===== config.mk =====
export PLATFORM = sky130hd
export DESIGN_NAME = mem_access_stage
export DESIGN_NICKNAME = d
export VERILOG_FILES = /design/src/rtl/mem_access_stage.sv
export SDC_FILE = /design/constraint.sdc
export NUM_CORES = 1
export LEC_CHECK = 0
export BUFFER_PORTS_ARGS = -buffer_cell sky130_fd_sc_hd__buf_2
export CAP_MARGIN = 10
export CORE_UTILIZATION = 51
export DETAILED_ROUTE_END_ITERATION = 7
export MAX_ROUTING_LAYER = met4
export PLACE_DENSITY = 0.84
export SYNTH_ARGS = -nofsm -noshare
export SYNTH_HDL_FRONTEND = slang
export SYNTH_SLANG_ARGS = --single-unit

===== constraint.sdc =====
create_clock -name clk -period 3 [get_ports clk]
set_clock_uncertainty 0.15 [all_clocks]
set_input_delay 0.15 -clock clk [delete_from_list [all_inputs] [get_ports clk]]
set_output_delay 0.15 -clock clk [all_outputs]
set_load 0.01 [all_outputs]

===== src/rtl/mem_access_stage.sv =====
// Memory-access/writeback stage: turns loads/stores into a req/ack data-memory
// transaction, drives the register-file write port and a forwarding value.
module mem_access_stage #(
  parameter int DATA_W  = 16,
  parameter int REG_AW  = 4,
  parameter int TIMEOUT = 255
) (
  input  logic              clk,
  input  logic              rst,
  input  logic              in_valid,
  input  logic [DATA_W-1:0] in_result,
  input  logic [DATA_W-1:0] in_store_data,
  input  logic              in_is_mem_write,
  input  logic              in_is_mem_read,
  input  logic              in_reg_write,
  input  logic [REG_AW-1:0] in_reg_addr,
  input  logic              in_halt,
  output logic              stall,
  output logic              dmem_req,
  output logic              dmem_we,
  output logic [DATA_W-1:0] dmem_addr,
  output logic [DATA_W-1:0] dmem_wdata,
  input  logic              dmem_ack,
  input  logic [DATA_W-1:0] dmem_rdata,
  output logic              wb_we,
  output logic [REG_AW-1:0] wb_addr,
  output logic [DATA_W-1:0] wb_data,
  output logic [DATA_W-1:0] mem_value,
  output logic              halted,
  output logic              err
);

  localparam logic [1:0] S_IDLE = 2'd0;
  localparam logic [1:0] S_BUSY = 2'd1;
  localparam logic [1:0] S_HALT = 2'd2;
  localparam logic [15:0] TO_CNT = 16'(TIMEOUT);

  logic [1:0]        state;
  logic [15:0]       cnt;
  logic              pend_rw;
  logic [REG_AW-1:0] pend_addr;
  logic [15:0]       cnt_inc;

  assign stall   = (state != S_IDLE);
  assign cnt_inc = cnt + 16'd1;

  always_ff @(posedge clk) begin
    if (rst) begin
      state      <= S_IDLE;
      cnt        <= '0;
      pend_rw    <= 1'b0;
      pend_addr  <= '0;
      dmem_req   <= 1'b0;
      dmem_we    <= 1'b0;
      dmem_addr  <= '0;
      dmem_wdata <= '0;
      wb_we      <= 1'b0;
      wb_addr    <= '0;
      wb_data    <= '0;
      mem_value  <= '0;
      halted     <= 1'b0;
      err        <= 1'b0;
    end else begin
      wb_we <= 1'b0;
      if (wb_we) mem_value <= wb_data;
      case (state)
        S_IDLE: begin
          if (in_valid) begin
            // Halt wins over a memory request; its register write still lands.
            if (in_halt) begin
              state   <= S_HALT;
              halted  <= 1'b1;
              wb_we   <= in_reg_write;
              wb_addr <= in_reg_addr;
              wb_data <= in_result;
            end else if (in_is_mem_write || in_is_mem_read) begin
              state      <= S_BUSY;
              cnt        <= '0;
              dmem_req   <= 1'b1;
              dmem_we    <= in_is_mem_write;
              dmem_addr  <= in_result;
              dmem_wdata <= in_store_data;
              pend_rw    <= in_reg_write;
              pend_addr  <= in_reg_addr;
            end else begin
              wb_we   <= in_reg_write;
              wb_addr <= in_reg_addr;
              wb_data <= in_result;
            end
          end
        end
        S_BUSY: begin
          // An ack on the timeout edge completes normally.
          if (dmem_ack) begin
            state    <= S_IDLE;
            dmem_req <= 1'b0;
            dmem_we  <= 1'b0;
            wb_we    <= pend_rw;
            wb_addr  <= pend_addr;
            wb_data  <= dmem_we ? dmem_addr : dmem_rdata;
          end else if (cnt_inc == TO_CNT) begin
            state    <= S_HALT;
            cnt      <= cnt_inc;
            dmem_req <= 1'b0;
            dmem_we  <= 1'b0;
            err      <= 1'b1;
            halted   <= 1'b1;
          end else begin
            cnt <= cnt_inc;
          end
        end
        default: ;
      endcase
    end
  end

endmodule

## After elaboration in Yosys (flattened, before gate mapping)

Cells that the tools add are included.

| storage, ports and cells | value |
|---|---|
| register bits | 96 |
| logic and storage cells | 82 |
| bits of input ports | 60 |

| cells by class | value |
|---|---|
| equality and inequality tests | 12 |
| mux-type cells | 42 |
| reductions and logical operators | 11 |
| bitwise operators | 2 |
| add/sub/neg operators | 1 |

Operator list:

| cell | count |
|---|---|
| $mux 16 | 9 |
| $pmux 16 s2 | 2 |
| $add 16x1->16 const B | 1 |
| $eq 16x8->1 const B | 1 |
| $mux 1 | 16 |
| $mux 4 | 4 |
| $reduce_and 5->1 | 3 |
| $ne 2x2->1 const B | 7 |
| $reduce_and 4->1 | 3 |
| $mux 2 | 5 |
| $ne 3x3->1 const B | 3 |
| $pmux 1 s2 | 4 |
| $pmux 4 s2 | 1 |
| $pmux 2 s2 | 1 |
| $reduce_bool 2->1 | 2 |
| $reduce_and 3->1 | 1 |
| $eq 2x1->1 const B | 1 |
| $logic_not 2->1 | 1 |
| $not 1->1 | 2 |
| $logic_or 1x1->1 | 1 |

## Depth between registers and ports, before layout

Gate-level depths: netlist of run 1.

| depth | value |
|---|---|
| depth in word-level cells | 5 |
| mapped depth | 8 |

## Least setup slack after synthesis of run 1

OpenSTA, ideal clock, no wires.

| path | value |
|---|---|
| kind | register to register |
| start point | reg cnt[0] |
| end point | reg dmem_req |
| slack | 0.690 ns |
| cell stages (with the launch flop) | 8 |
| arrival | 2.044 ns |
| library setup time | 0.116 ns |
| cell sequence | dfxtp_1 > ha_1 > nand3_2 > nor4_4 > and3_1 > o32ai_1 > or3_4 > a41o_1 |

| between the ends | value |
|---|---|
| longest elaborated chain between the ends | 4 |

Ends and longest elaborated chain:

| what | RTL line | RTL |
|---|---|---|
| start: declaration | 39 | `logic [15:0] cnt;` |
| start signal: assignment | 103 | `cnt <= cnt_inc;` |
| start signal: assignment | 109 | `cnt <= cnt_inc;` |
| $add 16x1->16 | 45 | `assign cnt_inc = cnt + 16'd1;` |
| $eq 16x8->1 | 101 | `end else if (cnt_inc == TO_CNT) begin` |
| $ne 3x3->1 (no source line) | -- |  |
| $reduce_and 5->1 (no source line) | -- |  |
| end signal: assignment | 53 | `dmem_req <= 1'b0;` |
| end signal: assignment | 96 | `dmem_req <= 1'b0;` |
| end signal: assignment | 104 | `dmem_req <= 1'b0;` |
| end: declaration | 19 | `output logic dmem_req,` |

No other way between the ends.
A chain may end at the register's enable or synchronous reset.

## Worst setup path in the final report of run 1

Same ends and word-level chain as after synthesis.

==> results of run 1 <==
## power groups by stage
stage          sequential [uW]  combinational [uW]  clock, uW
6_report                  1370                 369        783
5_1_grt                   1370                 406        852
4_1_cts                   1370                 365        797
3_5_place_dp              1400                 325          0
3_3_place_gp              1390                 316          0
2_1_floorplan             1400                 173          0
## layer usage
layer | vias to the layer above | wire (um)
li1 | 2113 | -
met1 | 1976 | 4917
met2 | 163 | 5803
met3 | 22 | 668
met4 | 0 | 278
met5 | - | 0
## area by class of cell
| type | instances | share of cell area, % |
|---|---|---|
| Inverter | 4 | 0.2733 |
| Clock inverter | 6 | 0.8884 |
| Tap cell | 102 | 2.323 |
| Clock buffer | 10 | 2.323 |
| Sequential cell | 96 | 34.99 |
| Timing Repair Buffer | 180 | 20.32 |
| Multi-Input combinational cell | 385 | 38.88 |
## cells in the final DEF (no fill, tap or decap), types with 5 or more instances in the layout
master / n
xnor2_1: 5
o21ai_0: 14
dlygate4sd3_1: 39
a21oi_1: 76
nand3_1: 6
nand2_1: 126
dfxtp_1: 96
buf_2: 133
nor3_1: 8
mux2i_1: 32
o211ai_1: 16
clkbuf_8: 9
nor2_1: 41
buf_4: 8
nand4_1: 5
## how the worst max path moves through the flow
stage / slack [ns] / startpoint / endpoint
global placement: 0.56 / cnt[0]$_SDFFE_PP0P_ / dmem_req$_SDFFE_PP0P_
CTS: 0.46 / cnt[0]$_SDFFE_PP0P_ / dmem_req$_SDFFE_PP0P_
floorplan: 0.69 / cnt[0]$_SDFFE_PP0P_ / dmem_req$_SDFFE_PP0P_
detailed placement: 0.49 / cnt[0]$_SDFFE_PP0P_ / dmem_req$_SDFFE_PP0P_
finish: 0.45 / cnt[0]$_SDFFE_PP0P_ / dmem_req$_SDFFE_PP0P_
global route: 0.29 / cnt[0]$_SDFFE_PP0P_ / dmem_req$_SDFFE_PP0P_
## repair_timing
action	CTS	global route
hold buffers	39	0
hold endpoints to repair	59	0
buffers inserted	0	0
gates resized for setup	0	0
## flip-flops by register name, summed over array words and instances (netlist names)
name        cells
cnt            16
dmem_addr      16
dmem_req        1
dmem_wdata     16
dmem_we         1
err             1
halted          1
mem_value      16
pend_addr       4
pend_rw         1
state           2
wb_addr         4
wb_data        16
wb_we           1
## critical path: cells and delay by family, from the launching register on
family                   cells  cell delay [ns]
AND/OR/NAND/NOR              4             1.25
flip-flops                   1             0.45
AO/OA/AOI/OAI                2             0.31
adder cells (fa/ha/maj)      1             0.29
## cell families after synthesis
family	count (synthesis)	synth area share (%)
adders and majority gates	2	0.5939
and+or+nand+nor	218	23.76
DFF	96	45.62
AOI/OAI and AO/OA	127	17.34
xor gates and xnor gates	6	1.247
buffers and inverters	42	3.831
muxes	32	7.603
## through the flow
stage / worst slack (ns) / hold slack [ns] / cell area [sq um] / utilization [%]
floorplan: 0.6897 / 0.1360 / 4213 / -
global placement: 0.5591 / 0.2406 / 4926 / 62.77
detailed placement: 0.4880 / 0.2473 / 4926 / 62.77
CTS: 0.4605 / 0.003609 / 5493 / 69.99
global route: 0.2899 / 0.01753 / 5493 / 69.99
finish: 0.4496 / 0.01868 / 5493 / 69.99
==> reports/results.txt, run 1 <==
Status: finished, final reports clean
Drt wl/cell: 14.90 um
CP max-delay cell: dfxtp_1
Worst r2r dst: dmem_req$_SDFFE_PP0P_
FF/Latch Area: 0.001922 sq mm
Slew margin rel.: 30.77%
Clk root buf: clkbuf_8
Final WL: 11670 um
DRC violations left: 0
RSZ-0062 raised after global routing: false
Global routing met2 resource utilization: 48.04%
Filler cells: 632
Maxcap violations: 0
Worst-Skew Late Latency: 0.37 ns
Cell internal pwr: 1801 uW
Area of the multi-input gates: 0.002136 sq mm
Syn_area_per_cell: 8.055 sq um
Crit path required time: 3.10 ns
Sw power: 718.7 uW
Worst Hold Class: in -> reg
Reg clk slew, reported paths: 0.09 ns
Post-synth ARST share: 0%
CTS tree: built
Placed Cells: 728
Synth Instances: 523
Cell accounting for the most synthesized area: dfxtp_1
Met3 Use GR: 4.844%
Share of post-route cells with drive strength above 1: 24.96%
CP startpoint kind: flop
Initial antenna violation count: 0
H-tree levels: 3
CP max stage delay: 0.45 ns
Vias in the first global route: 4145
Setup Viol. Count Final: 0
Max Clock Freq: 392.1 MHz
Commonest cells post-synth: nand2_1 (126), dfxtp_1 (96), a21oi_1 (77), nor2_1 (41), clkbuf_1 (34)
Global-route wire length before repair: 18750 um
Pwr per Cell Area: 458.6 mW/mm^2
First-pass DRT Iterations: 4
Worst path cell trace: ha_1, nand3_2, nor4_4, and3_1, o32ai_1, or3_4, a41o_1
YS warnings: 0
Synth unique cells: 48
Sw Ratio: 28.53%
Port Buffers: 133
Met1 usage: 32.15%
Count of state elements after synthesis: 96
Die W: 92.89 um
Global-route layer with the greatest usage: met2
TritonCTS buffer count: 9
Tot Pwr: 2519 uW
Worst R2R Setup Slack: 0.45 ns
Hold endpoint: state[1]$_SDFFE_PP0P_
Final nets: 738
Worst Path Arrival: 2.65 ns
Period utilization: 85.01%
Worst-margin pin slew: 1.037 ns
Area of the core: 0.007848 sq mm
Pin count of the biggest net entering global routing: 43
Ports: 134
Max-slew violation count: 0
Most common cell in the synthesized netlist: nand2_1
Leakage: 0.002262 uW
Starting Density: 53.68%
Peak VDD IR: 250.5 uV
CTS Sinks: 96
Antenna Cells: 0
Sequential-to-total area share from yosys stat: 45.62%
Worst hold path startpoint: in_halt
Number of synthesized flops with an enable pin: 0
Reg power frac: 54.3%
Top cell type's share of synthesized area: 45.62%
Largest cells by area after synthesis: dfxtp_1 (46%), nand2_1 (11%), a21oi_1 (9.1%)
Via count: 4274
Die ar.: 0.008628 sq mm
R2R depth: 7
Clock network fraction of design power: 31.1%
Hold Vio Cnt, Final: 0
Synth-to-layout area growth: 30.38%
Initial DRC Count: 286
Worst-path maximum fanout: 7
Die height: 92.89 um
Reg-to-reg startpoint: cnt[0]$_SDFFE_PP0P_
Combinational group share of total power: 14.7%
Worst hold path depth: 3
Global route overflow: 0
Critical path class: reg -> reg
Setup TNS: 0 ns
Final GP Congestion: 0.8267
Bufs on Longest Clock Path: 2
Total GRT Usage: 28.10%
Main synth FF type: dfxtp_1
Min Clock Period, post-route: 2.550 ns
Syn nets: 585
Post-DRT Antenna Nets: 0
# rows: 32
Post-Syn Area: 0.004213 sq mm
HPWL after DPL: 7501 um
CP Capture Type: flop
Vias per cell: 5.458
Final std cells w/o fill: 783
No activity file was read; power rests on OpenSTA's default activity.
==> inputs of run 2 (changes only) <==
Settings changed: CELL_PAD_IN_SITES_DETAIL_PLACEMENT set to 1, CELL_PAD_IN_SITES_GLOBAL_PLACEMENT set to 1, CORE_UTILIZATION 51 to 36, GPL_TIMING_DRIVEN set to 0, PLACE_DENSITY 0.84 to 0.83.
==> run 2 against run 1 <==
Compared with the run above:
- sequential cell count is the same
- first-iteration DRC count shrank 37%
- sequential power is essentially flat
- hold slack gained 0.0048 ns
- maximum frequency shrank 4.4%
- register-to-register slack lost 0.12 ns
- non-clock buffer count grew 29
==> reports/results.txt, run 2 (synthesized netlist as in run 1, its figures left out) <==
Status: finished, final reports clean
Worst Path Arrival: 2.76 ns
Peak VDD IR: 409.8 uV
Max-slew violation count: 0
CP Capture Type: flop
Highest-count cells in the layout ignoring fill and taps: buf_2 (135), nand2_1 (126), dfxtp_1 (96)
Placed inst area: 0.005052 sq mm
Port Buffers: 132
Maxcap violations: 0
Filler cells: 1419
H-tree levels: 3
Min Clock Period, post-route: 2.668 ns
Pin count of the biggest net entering global routing: 15
Pwr per Cell Area: 509.8 mW/mm^2
Antenna Cells: 0
Synth-to-layout area growth: 36.14%
DRC violations left: 0
Global route overflow: 0
Bufs on Longest Clock Path: 2
Clk root buf: clkbuf_16
Area of the core: 0.01142 sq mm
Setup TNS: 0 ns
Initial antenna violation count: 0
TritonCTS buffer count: 9
Share of post-route cells with drive strength above 1: 22.39%
Post-DRT Antenna Nets: 0
# rows: 39
R2R depth: 7
Final nets: 767
Starting Density: 36.89%
Crit path required time: 3.09 ns
RSZ-0062 raised after global routing: false
Worst-path maximum fanout: 7
Critical path class: reg -> reg
Worst-Skew Late Latency: 0.35 ns
First-pass DRT Iterations: 4
HPWL after DPL: 10310 um
Drt wl/cell: 17.11 um
Final WL: 14600 um
Worst Hold Class: in -> reg
Global-route wire length before repair: 22600 um
Ports: 134
Die ar.: 0.01214 sq mm
Hold WS: 0.02344 ns
Placed Cells: 798
Worst hold path depth: 3
CTS tree: built
Vias per cell: 5.256
Vias in the first global route: 4564
Commonest non-fill, non-tap cell in the layout: buf_2
Die W: 110.2 um
Worst-margin pin slew: 0.7489 ns
Hold Vio Cnt, Final: 0
CP startpoint kind: flop
Post-CTS Setup Inserts: 0
Initial DRC Count: 180
Reg clk slew, reported paths: 0.07 ns
Period utilization: 88.94%
CTS Sinks: 96
Design area: 0.005736 sq mm
Final std cells w/o fill: 853
Via count: 4483
Util after Layout: 50.23%
Leakage: 0.002331 uW
Total GRT Usage: 25.02%
Slew margin rel.: 50.07%
Max Clock Freq: 374.8 MHz
Setup Viol. Count Final: 0
Die height: 110.2 um
Final GP Congestion: 0.8775
run 2: cell count changes in the layout (fill, tap and decap cells not counted), sizes merged:
cell      previous run  this run
buf                141       136
bufinv               0         1
clkbuf              10        48
clkinvlp             2         0
inv                  7         4
run 2: worst max-delay path, stage by stage, from the launching register on:
cell and delay [ns]:
dfxtp_1 0.49, ha_1 0.30, nand3_2 0.20, nor4_4 0.43, and3_1 0.21, o32ai_1 0.11
or3_4 0.43, a41o_1 0.25
run 2: worst paths after layout:
| path | startpoint | to | slack, ns |
|---|---|---|---|
| setup / recovery | cnt[0]$_SDFFE_PP0P_ | dmem_req$_SDFFE_PP0P_ | 0.33 |
| hold / removal | dmem_ack | wb_we$_SDFF_PP0_ | 0.02 |
| setup reg to reg | cnt[0]$_SDFFE_PP0P_ | dmem_req$_SDFFE_PP0P_ | 0.33 |
| hold reg to reg | dmem_wdata[15]$_SDFFE_PP0P_ | dmem_wdata[15]$_SDFFE_PP0P_ | 0.31 |
run 2: final cells by class:
type	instances	area, sq um	area share [%]
Timing Repair Buffer	171	1051	18.32
Sequential cell	96	1922	33.51
Multi-Input combinational cell	385	2130	37.13
Inverter	4	15.01	0.2618
Buffer	38	146.4	2.552
Clock buffer	14	254.0	4.428
Tap cell	143	178.9	3.120
Clock inverter	2	38.79	0.6763
run 2: metal layers:
metal	part of all wire [%]	GRT usage (%)
met5	0	-
met4	1.7	8.929
met3	4.4	4.174
met2	51	44.82
met1	43	28.02
run 2: stage by stage:
stage,total power (uW),worst slack (ns)
floorplan,1578,0.6897
global placement,1728,0.4784
detailed placement,1744,0.3760
CTS,2943,0.3285
global route,3045,0.1450
finish,2924,0.3319
run 2: timing repair:
action                    CTS  global route
hold buffers               39             0
resized for setup           0             0
hold endpoints to repair   54             0
run 2: where the power goes:
part | internal, uW | switching (uW) | leakage (uW)
Clock | 673 | 490 | 0.000141
Combinational | 166 | 235 | 0.00141
Sequential | 1330 | 34.8 | 0.000780
==> inputs of run 3 (changes only) <==
Settings changed: MAX_ROUTING_LAYER met4 to not set.
==> run 3 against run 2 <==
Compared with the run above:
- hold slack about the same
- global-route usage is 0.66 points lower
- critical path type unchanged
- combinational power barely moved
- sequential cell count unchanged
- via count about the same
- non-clock buffer count unchanged
- highest routed layer unchanged
- power rose by 0.15%
- sequential power about the same
- final cell count unchanged
- die area unchanged
==> reports/results.txt, run 3 (synthesized netlist as in run 1, its figures left out) <==
Status: finished, final reports clean
Ports: 134
CP Capture Type: flop
Tot Pwr: 2928 uW
CP max-delay cell: dfxtp_1
Clock network fraction of design power: 39.8%
Max-slew violation count: 0
Final GP Congestion: 0.8635
Hold Vio Cnt, Final: 0
HPWL after DPL: 10310 um
Reg power frac: 46.5%
Post-DRT Antenna Nets: 0
Period utilization: 88.93%
FF/Latch Area: 0.001922 sq mm
Sw Ratio: 26.09%
Worst R2R Setup Slack: 0.33 ns
Final WL: 14650 um
CP top delay family: simple AND/OR/NAND/NOR gates
H-tree levels: 3
Area of the core: 0.01142 sq mm
Share of post-route cells with drive strength above 1: 22.39%
CTS Sinks: 96
Vias in the first global route: 4565
Bufs and invs on worst path: 0
TritonCTS buffer count: 9
Final nets: 767
Worst-path maximum fanout: 7
Vias per cell: 5.260
Maxcap violations: 0
Port Buffers: 132
Clk root buf: clkbuf_16
Worst path cell trace: ha_1, nand3_2, nor4_4, and3_1, o32ai_1, or3_4, a41o_1
RSZ-0062 raised after global routing: false
Area of the multi-input gates: 0.002130 sq mm
Sw power: 764.1 uW
Critical path class: reg -> reg
Post-CTS Setup Inserts: 0
Commonest non-fill, non-tap cell in the layout: buf_2
Synth-to-layout area growth: 36.14%
Reg clk slew, reported paths: 0.07 ns
Global-route wire length before repair: 22620 um
Initial antenna violation count: 0
Worst-Skew Late Latency: 0.35 ns
Worst Hold Class: in -> reg
Cell internal pwr: 2164 uW
CP startpoint kind: flop
Filler cells: 1419
Die height: 110.2 um
Slew margin rel.: 49.61%
Starting Density: 36.89%
Die ar.: 0.01214 sq mm
# rows: 39
Drt wl/cell: 17.17 um
Peak VDD IR: 409.5 uV
Highest-count cells in the layout ignoring fill and taps: buf_2 (135), nand2_1 (126), dfxtp_1 (96)
Worst Path Arrival: 2.76 ns
Global route overflow: 0
Bufs on Longest Clock Path: 2
Worst-margin pin slew: 0.7558 ns
Setup TNS: 0 ns
Total GRT Usage: 24.36%
Min Clock Period, post-route: 2.668 ns
CTS tree: built
Pwr per Cell Area: 510.6 mW/mm^2
Initial DRC Count: 164
Antenna Cells: 0
Leakage: 0.002331 uW
Via count: 4487
Post-CTS resize count: 0
Setup Viol. Count Final: 0
CP max stage delay: 0.49 ns
DRC violations left: 0
Die W: 110.2 um
Crit path required time: 3.09 ns
Combinational group share of total power: 13.7%
Max Clock Freq: 374.8 MHz
Pin count of the biggest net entering global routing: 15
First-pass DRT Iterations: 4
## run 3: cell counts in the layout (fill, tap and decap cells not counted)
Identical to the previous run, type by type.
## run 3: final timing paths
check	to	cells past startpoint	startpoint
worst min register to register	dmem_wdata[15]$_SDFFE_PP0P_	2	dmem_wdata[15]$_SDFFE_PP0P_
worst min-delay path	wb_we$_SDFF_PP0_	3	dmem_ack
worst max register to register	dmem_req$_SDFFE_PP0P_	7	cnt[0]$_SDFFE_PP0P_
worst max-delay path	dmem_req$_SDFFE_PP0P_	7	cnt[0]$_SDFFE_PP0P_
## run 3: per-stage QoR
step / util [%] / setup WS [ns] / hold WS, ns / area [sq um] / instances
after floorplan: - / 0.6897 / 0.1360 / 4213 / 523
after global placement: 44.25 / 0.4784 / 0.2421 / 5052 / 798
after detailed placement: 44.25 / 0.3760 / 0.2517 / 5052 / 798
after CTS: 50.23 / 0.3285 / 0.007504 / 5736 / 853
after global routing: 50.23 / 0.1388 / 0.03510 / 5736 / 853
final: 50.23 / 0.3320 / 0.02358 / 5736 / 853
## run 3: area by class of cell
cell class	count	area share [%]
clock buffer	14	4.428
clock inverter	2	0.6763
inverter	4	0.2618
timing repair buffer	171	18.32
multi-input combinational	385	37.13
buffer	38	2.552
sequential	96	33.51
tap	143	3.120
## run 3: routing by layer
| metal | vias up | global-route usage (%) | share of wire [%] |
|---|---|---|---|
| met3 | 21 | 4.292 | 4.4 |
| met2 | 112 | 44.87 | 51 |
| li1 | 2174 | - | - |
| met5 | - | 0 | 0 |
| met1 | 2180 | 28.02 | 43 |
| met4 | 0 | 8.929 | 1.6 |
## run 3: power groups by stage
stage / clock network, uW / logic [uW] / registers, uW
detailed placement: 0 / 355 / 1390
finish: 1170 / 402 / 1360
global placement: 0 / 344 / 1380
CTS: 1180 / 399 / 1360
floorplan: 0 / 173 / 1400
global route: 1240 / 443 / 1370
## run 3: what timing repair did
item / 4_1_cts / 5_1_grt
setup endpoints to repair: 0 / 0
hold buffers: 39 / 0
hold endpoints to repair: 54 / 0
## run 3: tightest hold or removal path: cells and delay by family
family | cells | cell delay [ns]
AND/OR/NAND/NOR | 1 | 0.10
AO/OA/AOI/OAI | 1 | 0.07
buffers and inverters | 1 | 0.15
